**src/rtl/riscv_pkg.sv**
```systemverilog
// Shared encodings for the multicycle RV32I control unit: opcodes, FSM states,
// control field encodings and the decoded-control payload.
package riscv_pkg;

  localparam logic [6:0] OP_R      = 7'b0110011;
  localparam logic [6:0] OP_IALU   = 7'b0010011;
  localparam logic [6:0] OP_LUI    = 7'b0110111;
  localparam logic [6:0] OP_AUIPC  = 7'b0010111;
  localparam logic [6:0] OP_JAL    = 7'b1101111;
  localparam logic [6:0] OP_JALR   = 7'b1100111;
  localparam logic [6:0] OP_LOAD   = 7'b0000011;
  localparam logic [6:0] OP_STORE  = 7'b0100011;
  localparam logic [6:0] OP_BRANCH = 7'b1100011;

  localparam logic [31:0] NOP_INSTR = 32'h0000_0013;

  localparam logic [2:0] IMM_I = 3'b000;
  localparam logic [2:0] IMM_S = 3'b001;
  localparam logic [2:0] IMM_B = 3'b101;
  localparam logic [2:0] IMM_U = 3'b010;
  localparam logic [2:0] IMM_J = 3'b110;

  localparam logic [4:0] BR_NONE = 5'b00000;
  localparam logic [4:0] BR_JUMP = 5'b10000;

  localparam logic [1:0] RD_ALU = 2'b00;
  localparam logic [1:0] RD_MEM = 2'b01;
  localparam logic [1:0] RD_PC4 = 2'b10;

  localparam logic [3:0] ALU_ADD    = 4'b0000;
  localparam logic [3:0] ALU_PASS_B = 4'b1111;

  typedef enum logic [2:0] {
    S_FETCH  = 3'd0,
    S_DECODE = 3'd1,
    S_EXEC   = 3'd2,
    S_MEM    = 3'd3,
    S_WB     = 3'd4,
    S_FAULT  = 3'd5
  } state_e;

  typedef struct packed {
    logic [3:0] alu_op;
    logic [2:0] imm_src;
    logic       alu_a_src;
    logic       alu_b_src;
    logic [4:0] br_op;
    logic [1:0] ru_data_src;
    logic [2:0] dm_ctrl;
  } ctrl_t;

endpackage

```
**src/rtl/instr_decoder.sv**
```systemverilog
// Combinational decode of the instruction register into datapath control
// fields plus instruction-class flags used by the sequencing FSM.
module instr_decoder
  import riscv_pkg::*;
(
  input  logic [31:0] ir,
  output ctrl_t       ctrl,
  output logic        is_load,
  output logic        is_store,
  output logic        is_branch,
  output logic        is_jump,
  output logic        illegal
);

  logic [6:0] opcode;
  logic [2:0] funct3;
  logic       f7b5;
  logic       unused_ir_bits;

  assign opcode = ir[6:0];
  assign funct3 = ir[14:12];
  assign f7b5   = ir[30];
  // Register indices and immediates are consumed by the datapath, not here.
  assign unused_ir_bits = ^{ir[31], ir[29:15], ir[11:7]};

  always_comb begin
    ctrl      = '0;
    is_load   = 1'b0;
    is_store  = 1'b0;
    is_branch = 1'b0;
    is_jump   = 1'b0;
    illegal   = 1'b0;
    case (opcode)
      OP_R: ctrl.alu_op = {f7b5, funct3};
      OP_IALU: begin
        // Only the shift-right pair uses funct7[5] to pick arithmetic vs logical.
        ctrl.alu_op    = {(funct3 == 3'b101) & f7b5, funct3};
        ctrl.alu_b_src = 1'b1;
      end
      OP_LUI: begin
        ctrl.alu_op    = ALU_PASS_B;
        ctrl.imm_src   = IMM_U;
        ctrl.alu_b_src = 1'b1;
      end
      OP_AUIPC: begin
        ctrl.imm_src   = IMM_U;
        ctrl.alu_a_src = 1'b1;
        ctrl.alu_b_src = 1'b1;
      end
      OP_JAL: begin
        ctrl.imm_src     = IMM_J;
        ctrl.alu_a_src   = 1'b1;
        ctrl.alu_b_src   = 1'b1;
        ctrl.br_op       = BR_JUMP;
        ctrl.ru_data_src = RD_PC4;
        is_jump          = 1'b1;
      end
      OP_JALR: begin
        ctrl.imm_src     = IMM_I;
        ctrl.alu_b_src   = 1'b1;
        ctrl.br_op       = BR_JUMP;
        ctrl.ru_data_src = RD_PC4;
        is_jump          = 1'b1;
      end
      OP_LOAD: begin
        ctrl.alu_b_src   = 1'b1;
        ctrl.ru_data_src = RD_MEM;
        ctrl.dm_ctrl     = funct3;
        is_load          = 1'b1;
      end
      OP_STORE: begin
        ctrl.imm_src   = IMM_S;
        ctrl.alu_b_src = 1'b1;
        ctrl.dm_ctrl   = funct3;
        is_store       = 1'b1;
      end
      OP_BRANCH: begin
        ctrl.imm_src   = IMM_B;
        ctrl.alu_a_src = 1'b1;
        ctrl.br_op     = {2'b01, funct3};
        is_branch      = 1'b1;
      end
      default: illegal = 1'b1;
    endcase
  end

endmodule

```
**src/rtl/multicycle_control_unit.sv**
```systemverilog
// Multicycle RV32I sequencer: FETCH/DECODE/EXEC/MEM/WB with memory-handshake
// timeout, sticky fault state and a retired-instruction counter.
module multicycle_control_unit
  import riscv_pkg::*;
#(
  parameter int unsigned MEM_TIMEOUT = 15,
  parameter int unsigned CNT_W       = 32
) (
  input  logic             clk,
  input  logic             rst_n,
  input  logic [31:0]      instr,
  input  logic             mem_ready,
  output logic             mem_req,
  output logic             ir_write,
  output logic             pc_write,
  output logic             ru_write,
  output logic [3:0]       alu_op,
  output logic [2:0]       imm_src,
  output logic             alu_a_src,
  output logic             alu_b_src,
  output logic             dm_write,
  output logic [2:0]       dm_ctrl,
  output logic [4:0]       br_op,
  output logic [1:0]       ru_data_src,
  output logic             fault,
  output logic [CNT_W-1:0] instret
);

  localparam int unsigned       TMO_W    = 8;
  localparam logic [TMO_W-1:0]  TMO_LAST = TMO_W'(MEM_TIMEOUT - 1);

  state_e            state_q, state_d;
  logic [31:0]       ir_q, ir_d;
  logic [CNT_W-1:0]  instret_q, instret_d;
  logic [TMO_W-1:0]  tmo_q, tmo_d;
  logic              run_q, run_d;
  logic              retire;

  ctrl_t ctrl;
  logic  is_load, is_store, is_branch, is_jump, illegal;

  instr_decoder u_dec (
    .ir        (ir_q),
    .ctrl      (ctrl),
    .is_load   (is_load),
    .is_store  (is_store),
    .is_branch (is_branch),
    .is_jump   (is_jump),
    .illegal   (illegal)
  );

  // run_q holds every output low from reset until the first edge after release.
  always_ff @(posedge clk or negedge rst_n) begin
    if (!rst_n) begin
      state_q   <= S_FETCH;
      ir_q      <= NOP_INSTR;
      instret_q <= '0;
      tmo_q     <= '0;
      run_q     <= 1'b0;
    end else begin
      state_q   <= state_d;
      ir_q      <= ir_d;
      instret_q <= instret_d;
      tmo_q     <= tmo_d;
      run_q     <= run_d;
    end
  end

  // tmo_d defaults to zero so the wait counter clears on every state change.
  always_comb begin
    state_d   = state_q;
    ir_d      = ir_q;
    instret_d = instret_q;
    tmo_d     = '0;
    run_d     = 1'b1;
    retire    = 1'b0;
    mem_req   = 1'b0;
    ir_write  = 1'b0;
    pc_write  = 1'b0;
    ru_write  = 1'b0;
    dm_write  = 1'b0;
    fault     = 1'b0;
    case (state_q)
      S_FETCH: begin
        if (run_q) begin
          mem_req = 1'b1;
          if (mem_ready) begin
            ir_write = 1'b1;
            pc_write = 1'b1;
            ir_d     = instr;
            state_d  = S_DECODE;
          end else if (tmo_q == TMO_LAST) begin
            state_d = S_FAULT;
          end else begin
            tmo_d = tmo_q + TMO_W'(1);
          end
        end
      end
      S_DECODE: state_d = illegal ? S_FAULT : S_EXEC;
      S_EXEC: begin
        if (is_branch) begin
          pc_write = 1'b1;
          retire   = 1'b1;
          state_d  = S_FETCH;
        end else if (is_load || is_store) begin
          state_d = S_MEM;
        end else begin
          pc_write = is_jump;
          state_d  = S_WB;
        end
      end
      S_MEM: begin
        mem_req  = 1'b1;
        dm_write = is_store;
        if (mem_ready) begin
          retire  = is_store;
          state_d = is_store ? S_FETCH : S_WB;
        end else if (tmo_q == TMO_LAST) begin
          state_d = S_FAULT;
        end else begin
          tmo_d = tmo_q + TMO_W'(1);
        end
      end
      S_WB: begin
        ru_write = 1'b1;
        retire   = 1'b1;
        state_d  = S_FETCH;
      end
      S_FAULT: fault = 1'b1;
      default: state_d = S_FAULT;
    endcase
    if (retire) instret_d = instret_q + CNT_W'(1);
  end

  assign alu_op      = run_q ? ctrl.alu_op      : 4'b0;
  assign imm_src     = run_q ? ctrl.imm_src     : 3'b0;
  assign alu_a_src   = run_q & ctrl.alu_a_src;
  assign alu_b_src   = run_q & ctrl.alu_b_src;
  assign br_op       = run_q ? ctrl.br_op       : 5'b0;
  assign ru_data_src = run_q ? ctrl.ru_data_src : 2'b0;
  assign dm_ctrl     = run_q ? ctrl.dm_ctrl     : 3'b0;
  assign instret     = instret_q;

endmodule

```
**config.mk**
```make
export PLATFORM = sky130hd
export DESIGN_NAME = multicycle_control_unit
export DESIGN_NICKNAME = d
export VERILOG_FILES = /design/src/rtl/riscv_pkg.sv /design/src/rtl/instr_decoder.sv /design/src/rtl/multicycle_control_unit.sv
export SDC_FILE = /design/constraint.sdc
export NUM_CORES = 1
export LEC_CHECK = 0
export ABC_AREA = 1
export CAP_MARGIN = 10
export CORE_UTILIZATION = 40
export CTS_BUF_LIST = sky130_fd_sc_hd__clkbuf_2 sky130_fd_sc_hd__clkbuf_4 sky130_fd_sc_hd__clkbuf_8
export DETAILED_ROUTE_END_ITERATION = 6
export GPL_TIMING_DRIVEN = 0
export HOLD_SLACK_MARGIN = 0.05
export MAX_ROUTING_LAYER = met4
export PLACE_DENSITY = 0.65
export SYNTH_ARGS = -nofsm -noshare
export SYNTH_HDL_FRONTEND = slang
export SYNTH_SLANG_ARGS = --single-unit
```
**constraint.sdc**
```tcl
create_clock -name clk -period 4.5 [get_ports clk]
set_input_delay 0.9 -clock clk [delete_from_list [all_inputs] [get_ports clk]]
set_output_delay 0.9 -clock clk [all_outputs]
set_load 0.01 [all_outputs]
```
==> impl_metrics.yaml <==
timing:
  min_period_ns: 3.76
  maxSlewHeadroom_pct: 54.2
  skew_ns: 0.0149
  fin_tns_setup_ns: 0
  drv_slew: 0
  holdWs_ns: 0.478
  worst_pin_slew_ns: 0.687
  fin_crit_sh_pct: 83.6
  rsz0062_at_grt: "false"
  fmax_mhz: 266
  final_hold_viol_count: 0
  setup_violations: 0
final_layout:
  final_nets: 638
  fin_area_um2: 4440
  area.growth.synth_to_final_pct: 27.0
  seqCellArea_um2: 1380
  post-route-util_pct: 53.2
  multi_input_area_um2: 1870
  drive_gt1_share_pct: 6.99
  fillCellCount: 820
  antennaDiodeCount: 0
drt:
  drcViolationCount: 0
  ant_nets: 0
  routed_wl_um: 9040
  vias: 3483
  via_per_inst: 4.93
  drt_first_pass_iters: 4
  first_iter_violations: 188
  post_drt_wl_per_cell_um: 12.8
global_route:
  use_met2_pct: 36.0
  grt_pass1_wl_um: 15000
  gr-usage-all-layers_pct: 22.0
  gr-total-overflow: 0
  busiest_layer: "met2"
  use_met3_pct: 3.35
  met1_usage_pct: 28.5
  grt_pass1_vias: 3233
  antenna_found_initial: 0
  grt_max_degree: 29
critical_path:
  cp_slowest_cell: "clkdlybuf4s50_1"
  cp_cell_sequence: "clkdlybuf4s50_1 -> inv_1 -> nor3_2 -> buf_2 -> inv_1 -> o211ai_1 -> clkdlybuf4s50_1"
  critPathBufInv: 5
  cpPeakStageDelay_ns: 0.56
  critPathLaunchType: "input port"
  cp_data_required_time_ns: 3.60
  critPathTopFamily: "buffers and inverters"
  worstPathArrival_ns: 2.86
  endpoint_kind: "output pin"
  criticalPathCategory: "in2out"
  cp_max_fo: 10
synthesis:
  seq_area_frac_synth_pct: 39.5
  yosys.area.top_type: "dfrtp_1"
  netlist_top_cells_count: "nand2_1 (200), nor2_1 (92), dfrtp_1 (52)"
  syn-num-nets: 560
  syn_area_per_cell_um2: 6.70
  yosysMostFrequentCell: "nand2_1"
  synth_warnings: 0
  synth_edf_count: 0
  netlist_instances: 522
  yosysUniqueCellTypes: 32
  synth_area_leaders: "dfrtp_1 (37%), nand2_1 (21%), nor2_1 (9.9%)"
  synth-main-ff-cell: "dfrtp_1"
  synth_area_um2: 3500
  async_flop_share_pct: 100
  synth_top_area_share_pct: 37.2
  synth_seq_cells: 55
clock_network:
  cts_hold_buf: 0
  clock_sinks: 55
  cts_buffers: 5
  cts_setup_buffers: 0
  clk_path_buf_depth: 2
  cts_root_buf: "clkbuf_8"
  cts_tree: "done"
  worstSkewPairLatency_ns: 0.32
  cts.clk_slew.worst_paths_ns: 0.12
  ctsResizeCount: 0
  htreeDepth: 2
power:
  p_leak_nw: 1.95
  finalPower_mw: 0.844
  powerDensity_nw_per_um2: 190
  irDropWorstVdd_uv: 165
run:
  cap_violations: 0
placed_design:
  hpwlAfterDp_um: 7030
  routabilityCongestion: 0.931
  portBuffers: 70
  place_area_um2: 4340
floorplanning:
  core_area_um2: 8340
  start_util_pct: 41.9
  io_pins: 92
  die_h_um: 95.5
  die_x_um: 95.5
  rows: 33
  die_area_um2: 9120
outcome:
  outcome: "finished, final reports clean"
min_path:
  min_path_type: "reg2reg"
[layout by cell type (no fill, tap or decap), drive strengths merged]
cell type      count
clkdlybuf4s50     69
clkbuf             5
nand4              3
ha                 3
nor3               8
and3               1
nand3b            12
a21oi              7
nand2            201
a31oi              2
xnor2              5
dfrtp             52
o21ai             30
buf               10
inv               49
o211ai             1
conb               1
nor3b              2
clkinvlp           1
or2                1
nor2             100
xor2              10
nand3             25
dfstp              3
[registers in the layout, summed over array words and instances (netlist names)]
name,cells
ir_q,11
tmo_q,8
instret,32
run_q,1
state_q,3
[worst min-delay path: stages (launching register included)]
cell and delay (ns):
dfstp_2 0.39, nand2_1 0.05, nand2_1 0.04
[per-stage QoR]
step                      setup slack [ns]  instances
after CTS                            0.730        706
after floorplan                       2.04        522
after detailed placement             0.740        698
after global placement               0.687        697
after global routing                 0.632        706
final                                0.737        706
[layout make-up]
type                    instances  share of cell area (%)
clock inverters                 3                   0.620
inverters                      47                    3.97
repair buffers                 71                    16.1
flip-flops and latches         55                    31.1
plain buffers                   8                    1.49
clock buffers                   5                    1.55
multi-input cells             412                    42.2
well taps                     105                    2.96
[cells by family after synthesis]
kind of cell | after synthesis | share of synthesized area [%]
AND/OR/NAND/NOR | 353 | 42.4
adder cells (fa/ha/maj) | 3 | 1.07
AO/OA/AOI/OAI | 40 | 5.98
XOR/XNOR | 15 | 3.97
buffers and inverters | 55 | 6.94
other | 1 | 0.107
flip-flops | 55 | 39.5
[path summary, 6_finish.rpt]
check                                  startpoint                       to  slack (ns)  depth (start not counted)
hold / removal                ir_q[0]$_DFFE_PN1P_      ir_q[0]$_DFFE_PN1P_        0.48                          2
max in group asynchronous                   rst_n      ir_q[1]$_DFFE_PN1P_        3.23                          2
setup / recovery                        mem_ready                 pc_write        0.74                          7
hold reg to reg               ir_q[0]$_DFFE_PN1P_      ir_q[0]$_DFFE_PN1P_        0.48                          2
setup reg to reg           instret[0]$_DFFE_PN0P_  instret[20]$_DFFE_PN0P_        2.62                         10
min in group asynchronous                   rst_n      ir_q[3]$_DFFE_PN0P_        0.62                          1
[where the power goes]
group          total [mW]  internal (mW)  switching, mW
clock               0.297          0.116          0.181
combinational      0.0396         0.0157         0.0239
sequential          0.507          0.501        0.00592
[per-layer routing]
| metal | wire length (µm) | vias up |
|---|---|---|
| li1 | - | 1780 |
| met1 | 4430 | 1609 |
| met2 | 4100 | 82 |
| met3 | 353 | 12 |
| met4 | 157 | 0 |
| met5 | 0 | - |
(Power assumes the default switching activity.)
